===== src/rtl/threshold_counter_pkg.sv =====
// Shared definitions for the threshold counter bank: the per-channel state
// encoding and the elaboration-time parameter legality check.
package threshold_counter_pkg;

    // Channel phase relative to the threshold and the terminal count.
    typedef enum logic [1:0] {
        ST_LOW  = 2'd0,   // count <= THRESHOLD, delay not yet elapsed
        ST_HIGH = 2'd1,   // THRESHOLD < count < LIMIT
        ST_TERM = 2'd2    // count == LIMIT
    } state_t;

    // Returns 1 when the parameter set describes a buildable counter:
    //   - WIDTH is at least one bit and small enough to evaluate here;
    //   - THRESHOLD < LIMIT <= 2**WIDTH-1;
    //   - a zero threshold cannot be combined with wrap mode, because the
    //     wrap edge lands on 0 and the crossing edge would be ambiguous.
    function automatic bit params_legal(
        input int width,
        input int threshold,
        input int limit,
        input int wrap
    );
        longint max_count;
        bit     ok;
        ok = 1'b1;
        if (width < 1 || width > 31) begin
            ok = 1'b0;
        end else begin
            max_count = (longint'(1) << width) - 1;
            if (threshold < 0)                 ok = 1'b0;
            if (threshold >= limit)            ok = 1'b0;
            if (longint'(limit) > max_count)   ok = 1'b0;
            if (wrap != 0 && threshold == 0)   ok = 1'b0;
            if (wrap != 0 && wrap != 1)        ok = 1'b0;
        end
        return ok;
    endfunction

endpackage


===== src/rtl/threshold_counter_ch.sv =====
// One enable-gated up-counter channel with a registered threshold level,
// a one-cycle crossing strobe and a terminal-count flag. In wrap mode the
// channel restarts from zero after the terminal count, so q_pulse becomes a
// divided tick with period LIMIT+1 enabled edges.
module threshold_counter_ch
    import threshold_counter_pkg::*;
#(
    parameter int WIDTH     = 3,
    parameter int THRESHOLD = 3,
    parameter int LIMIT     = 7,
    parameter int WRAP      = 0
) (
    input  logic             clock,
    input  logic             clear_n,
    input  logic             enable,
    input  logic             restart,
    output logic [WIDTH-1:0] count,
    output logic             q,
    output logic             q_pulse,
    output logic             at_limit
);

    // Refuse to build a counter whose threshold/limit cannot be reached.
    if (!params_legal(WIDTH, THRESHOLD, LIMIT, WRAP)) begin : g_bad_params
        $error("threshold_counter_ch: illegal WIDTH/THRESHOLD/LIMIT/WRAP combination");
    end

    localparam logic [WIDTH-1:0] THR_C     = WIDTH'(THRESHOLD);
    localparam logic [WIDTH-1:0] LIM_C     = WIDTH'(LIMIT);
    localparam logic [WIDTH-1:0] PRE_LIM_C = WIDTH'(LIMIT - 1);
    localparam logic [WIDTH-1:0] ONE_C     = WIDTH'(1);
    localparam bit               WRAP_EN   = (WRAP != 0);

    state_t           state;
    state_t           state_nxt;
    logic [WIDTH-1:0] count_nxt;
    logic             q_nxt;
    logic             pulse_nxt;
    logic             limit_nxt;

    // Next-state decode: restart beats enable, enable beats hold; the
    // strobe defaults low so it can never survive more than one edge.
    always_comb begin
        state_nxt = state;
        count_nxt = count;
        q_nxt     = q;
        pulse_nxt = 1'b0;
        limit_nxt = at_limit;

        if (restart) begin
            state_nxt = ST_LOW;
            count_nxt = '0;
            q_nxt     = 1'b0;
            limit_nxt = 1'b0;
        end else if (enable) begin
            unique case (state)
                ST_LOW: begin
                    count_nxt = count + ONE_C;
                    if (count == THR_C) begin
                        q_nxt     = 1'b1;
                        pulse_nxt = 1'b1;
                        // With LIMIT == THRESHOLD+1 the crossing edge is
                        // also the terminal edge, so HIGH is skipped.
                        if (THR_C == PRE_LIM_C) begin
                            state_nxt = ST_TERM;
                            limit_nxt = 1'b1;
                        end else begin
                            state_nxt = ST_HIGH;
                        end
                    end
                end
                ST_HIGH: begin
                    count_nxt = count + ONE_C;
                    if (count == PRE_LIM_C) begin
                        state_nxt = ST_TERM;
                        limit_nxt = 1'b1;
                    end
                end
                ST_TERM: begin
                    if (WRAP_EN) begin
                        state_nxt = ST_LOW;
                        count_nxt = '0;
                        q_nxt     = 1'b0;
                        limit_nxt = 1'b0;
                    end else begin
                        // Saturated: sticky until restart or reset.
                        count_nxt = LIM_C;
                    end
                end
                default: begin
                    // Unreachable encoding: fall back to a clean start.
                    state_nxt = ST_LOW;
                    count_nxt = '0;
                    q_nxt     = 1'b0;
                    limit_nxt = 1'b0;
                end
            endcase
        end
    end

    // State and output registers; clear_n forces everything low at once.
    always_ff @(posedge clock or negedge clear_n) begin
        if (!clear_n) begin
            state    <= ST_LOW;
            count    <= '0;
            q        <= 1'b0;
            q_pulse  <= 1'b0;
            at_limit <= 1'b0;
        end else begin
            state    <= state_nxt;
            count    <= count_nxt;
            q        <= q_nxt;
            q_pulse  <= pulse_nxt;
            at_limit <= limit_nxt;
        end
    end

endmodule


===== src/rtl/threshold_counter_bank.sv =====
// Bank of N_CH independent threshold counters providing power-on and step
// delays between the clock-divider tick and the controller FSM. Channels
// share only clock and clear_n; their outputs are packed into vectors with
// channel i at count[i*WIDTH +: WIDTH].
module threshold_counter_bank
    import threshold_counter_pkg::*;
#(
    parameter int N_CH      = 2,
    parameter int WIDTH     = 3,
    parameter int THRESHOLD = 3,
    parameter int LIMIT     = 7,
    parameter int WRAP      = 0
) (
    input  logic                  clock,
    input  logic                  clear_n,
    input  logic [N_CH-1:0]       enable,
    input  logic [N_CH-1:0]       restart,
    output logic [N_CH*WIDTH-1:0] count,
    output logic [N_CH-1:0]       q,
    output logic [N_CH-1:0]       q_pulse,
    output logic [N_CH-1:0]       at_limit
);

    // A bank with no channels is meaningless for the controller.
    if (N_CH < 1) begin : g_bad_nch
        $error("threshold_counter_bank: N_CH must be at least 1");
    end

    for (genvar i = 0; i < N_CH; i++) begin : g_ch
        threshold_counter_ch #(
            .WIDTH     (WIDTH),
            .THRESHOLD (THRESHOLD),
            .LIMIT     (LIMIT),
            .WRAP      (WRAP)
        ) u_ch (
            .clock    (clock),
            .clear_n  (clear_n),
            .enable   (enable[i]),
            .restart  (restart[i]),
            .count    (count[i*WIDTH +: WIDTH]),
            .q        (q[i]),
            .q_pulse  (q_pulse[i]),
            .at_limit (at_limit[i])
        );
    end

endmodule


===== config.mk =====
export PLATFORM = sky130hd
export DESIGN_NAME = threshold_counter_bank
export DESIGN_NICKNAME = d
export VERILOG_FILES = /design/src/rtl/threshold_counter_pkg.sv /design/src/rtl/threshold_counter_ch.sv /design/src/rtl/threshold_counter_bank.sv
export SDC_FILE = /design/constraint.sdc
export NUM_CORES = 1
export LEC_CHECK = 0
export CAP_MARGIN = 20
export CORE_UTILIZATION = 30
export DETAILED_ROUTE_END_ITERATION = 10
export PLACE_DENSITY = 0.5
export SLEW_MARGIN = 30
export SYNTH_ARGS = -nofsm -noshare
export SYNTH_HDL_FRONTEND = slang
export SYNTH_SLANG_ARGS = --single-unit
export TNS_END_PERCENT = 10

===== constraint.sdc =====
create_clock -name clock -period 1.8 [get_ports clock]
set_input_delay 0.27 -clock clock [delete_from_list [all_inputs] [get_ports clock]]
set_output_delay 0.27 -clock clock [all_outputs]
set_load 0.05 [all_outputs]

==> summary.txt, run 1 <==
Routing
  – Routed WL per cell: 11.8 um
  – Initial drt markers: 35
  – Number of vias per cell: ~4.6
  – Initial DRT Pass Iterations: 4
  – DRC: 0
  – Post-Route WL: between 1500 and 2000 um
  – Via count: about 760
  – Final ANT Viol Nets: 0

Synth
  – Synth unique cells: 20
  – Post-synthesis simple-gate area fraction: 0.177
  – Synth Net Count: approximately 120
  – Synth Warn #: 0
  – XOR/XNOR Fraction of Synth Area: 0
  – Compound-cell area share of the yosys netlist: 0.107
  – Main combinational cell family by area after synthesis: simple AND/OR/NAND/NOR gates
  – Synth Area in Adders: 0.150
  – Mean post-synth cell area: approximately 9.5 sq um
  – Register area share after synthesis: 0.401
  – Synthesized flop and latch total: 16
  – Mapped Cells: between 100 and 150
  – Netlist Area Pre-Place: 998 sq um
  – Mux cell area share after synthesis: 0.0602

Timing
  – Fmax: a little under 600 MHz
  – Worst Skew: about 0.00052 ns
  – Fin crit period: ~1.7 ns
  – Final Worst Setup Slack: 0.0896 ns
  – Final setup TNS: 0 ns
  – Tcrit/Tclk final: 0.950
  – Final setup viols: 0
  – Slew Viols, Final: 0
  – Final Hold Fails: 0
  – Least-Margin Pin Slew: just under 0.5 ns
  – Slew HR: 0.669
  – RSZ-0062 raised after global routing: false

Critical path
  – Worst EP arrival: 1.44 ns
  – Buf/Inv on CP: 1
  – Worst reg2reg path startpoint: g_ch[0].u_ch.state[0]
  – Worst Setup End Kind: output port
  – Slowest CP cell: clkdlybuf4s50_1
  – Max incr delay on CP: approximately 0.80 ns
  – CP required: ~1.5 ns
  – Worst Setup Path Type: reg -> out
  – R2R setup slack: 0.24 ns
  – Worst-case reg-to-reg path depth: 5
  – Startpoint types: flip-flop
  – Crit path max-delay family: buffers and inverters
  – CP max FO: 2
  – CP cell instances: clkdlybuf4s50_1
  – R2r endpoint: g_ch[0].u_ch.state[0]

Power
  – Static leakage: approximately 0.00054 uW
  – Pwr dens: roughly 590 mW/mm^2
  – Peak VDD IR: about 0.16 mV

CTS
  – Post-CTS Setup Bufs: 0
  – Root buf cell: clkbuf_4
  – Worst-Skew Late Latency: 0.28 ns
  – H-tree Lvls: 1
  – TritonCTS Buffers: 3
  – Buffer depth of the longest clock path: 2
  – CTS clk-pin slew, worst paths: around 0.09 ns
  – CTS tree: done
  – CTS Hold Bufs: 0
  – Post-cts sizing count: 0
  – Clk sinks: 16

Floorplanning
  – Cell row count: 20
  – Core ar.: roughly 0.0031 sq mm
  – Die area: between 0.003 and 0.004 sq mm
  – Die W: roughly 60 um
  – Initial core utilization: 0.322
  – IO Count: 18
  – Die Ht: about 60 um

Global route
  – Total gr overflow: 0
  – First-pass GRT wire length: 3280 um
  – GR Util All Layers: 0.127
  – Met3 usage: 0.0260
  – GR Util met2: 0.171
  – Global route hottest layer: met1
  – Initial antenna violation count: 0
  – Met1 Usage GRT: 0.185
  – Vias in the first global route: roughly 730
  – Largest net degree at the start of global routing: 17

Place
  – I/O Buffers: 17
  – Dpl ws: roughly 0.26 ns
  – Post-DP HPWL: 1470 um
  – GP Congestion: 0.809

Run
  – Max Cap Violations: 0

Finish
  – Commonest cells after routing, fill and taps aside: 16 x dfrtp_1, 14 x inv_1, 12 x ha_1
  – Commonest non-fill, non-tap cell in the layout: dfrtp_1
  – N_diodes: 0
  – Area Growth Syn to Fin: 19.0%
  – Final nets: between 100 and 150
  – Layout cell share with drive strength beyond 1: 0.125

Status
  – Status: complete, no violations

Worst hold path
  – Hold Crit Class: in -> async
## worst max-delay path by stage
stage / startpoint / to / slack [ns] / cells past startpoint
after floorplan: g_ch[0].u_ch.count[1] / g_ch[0].u_ch.state[0] / 0.17 / 5
final: g_ch[0].u_ch.q / q[0] / 0.09 / 1
after global placement: enable[0] / g_ch[0].u_ch.state[0] / 0.26 / 4
after detailed placement: enable[0] / g_ch[0].u_ch.state[0] / 0.26 / 4
after CTS: g_ch[1].u_ch.q / q[1] / 0.06 / 1
after global routing: g_ch[0].u_ch.q / q[0] / 0.01 / 1
## cell usage after synthesis
master	instances	area, sq um
nor2_1	2	7.51
mux2i_1	6	60.1
a21oi_1	3	15.0
nand2b_1	2	12.5
dfrtp_1	16	400
o311a_1	2	20.0
nand2b_2	2	17.5
buf_4	7	52.6
nand2_1	11	41.3
o31ai_1	2	15.0
a31oi_1	3	18.8
nor2b_1	3	18.8
a211oi_1	2	15.0
inv_1	14	52.6
nand3_1	5	25.0
nor3_1	9	45.0
and4_1	1	8.76
a41oi_1	2	17.5
o21ai_0	1	5.00
ha_1	12	150
## layout make-up
type	count	area (sq um)
Inverter	14	52.6
Sequential cell	16	400
Multi-Input combinational cell	68	493
Tap cell	44	55.1
Clock buffer	3	22.5
Fill cell	334	1910
Timing Repair Buffer	19	165
## metal layers
| layer | share of wire | wire length [um] |
|---|---|---|
| met3 | 0.049 | 95 |
| met5 | 0 | 0 |
| met1 | 0.51 | 981 |
| met4 | 0.013 | 25 |
| met2 | 0.43 | 828 |
## registers in the layout, summed over array words and instances, names as in the netlist
register,flops
g_ch.u_ch.at_limit,2
g_ch.u_ch.count,6
g_ch.u_ch.q,2
g_ch.u_ch.q_pulse,2
g_ch.u_ch.state,4
## stage by stage
step / util / cell area, sq um / power, uW / instances / hold slack [ns]
finish: 0.383 / 1190 / 696 / 164 / 0.301
global route: 0.383 / 1190 / 739 / 164 / 0.312
CTS: 0.383 / 1190 / 710 / 164 / 0.305
detailed placement: 0.376 / 1170 / 515 / 161 / 0.549
global placement: 0.376 / 1170 / 516 / 161 / 0.528
floorplan: - / 998 / 464 / 105 / -0.0256
## power breakdown
group	leakage [uW]	internal [uW]	switching, uW
clock network	0.0000138	77.6	112
registers	0.000221	369	10.7
logic	0.000304	46.2	81.1
## cells by family (layout without fill, tap and decap cells)
logic type               after synthesis  count (layout)
multiplexers                           6               6
AND/OR/NAND/NOR                       35              35
adder cells (fa/ha/maj)               12              12
flip-flops                            16              16
buffers and inverters                 21              36
AO/OA/AOI/OAI                         15              15
(Power assumes the default switching activity.)
==> run 2, diff against run 1 <==
Settings changed: GPL_ROUTABILITY_DRIVEN set to 0.
==> results of run 2 <==
No change in the layout: final DEF, timing and power equal those of run 1.
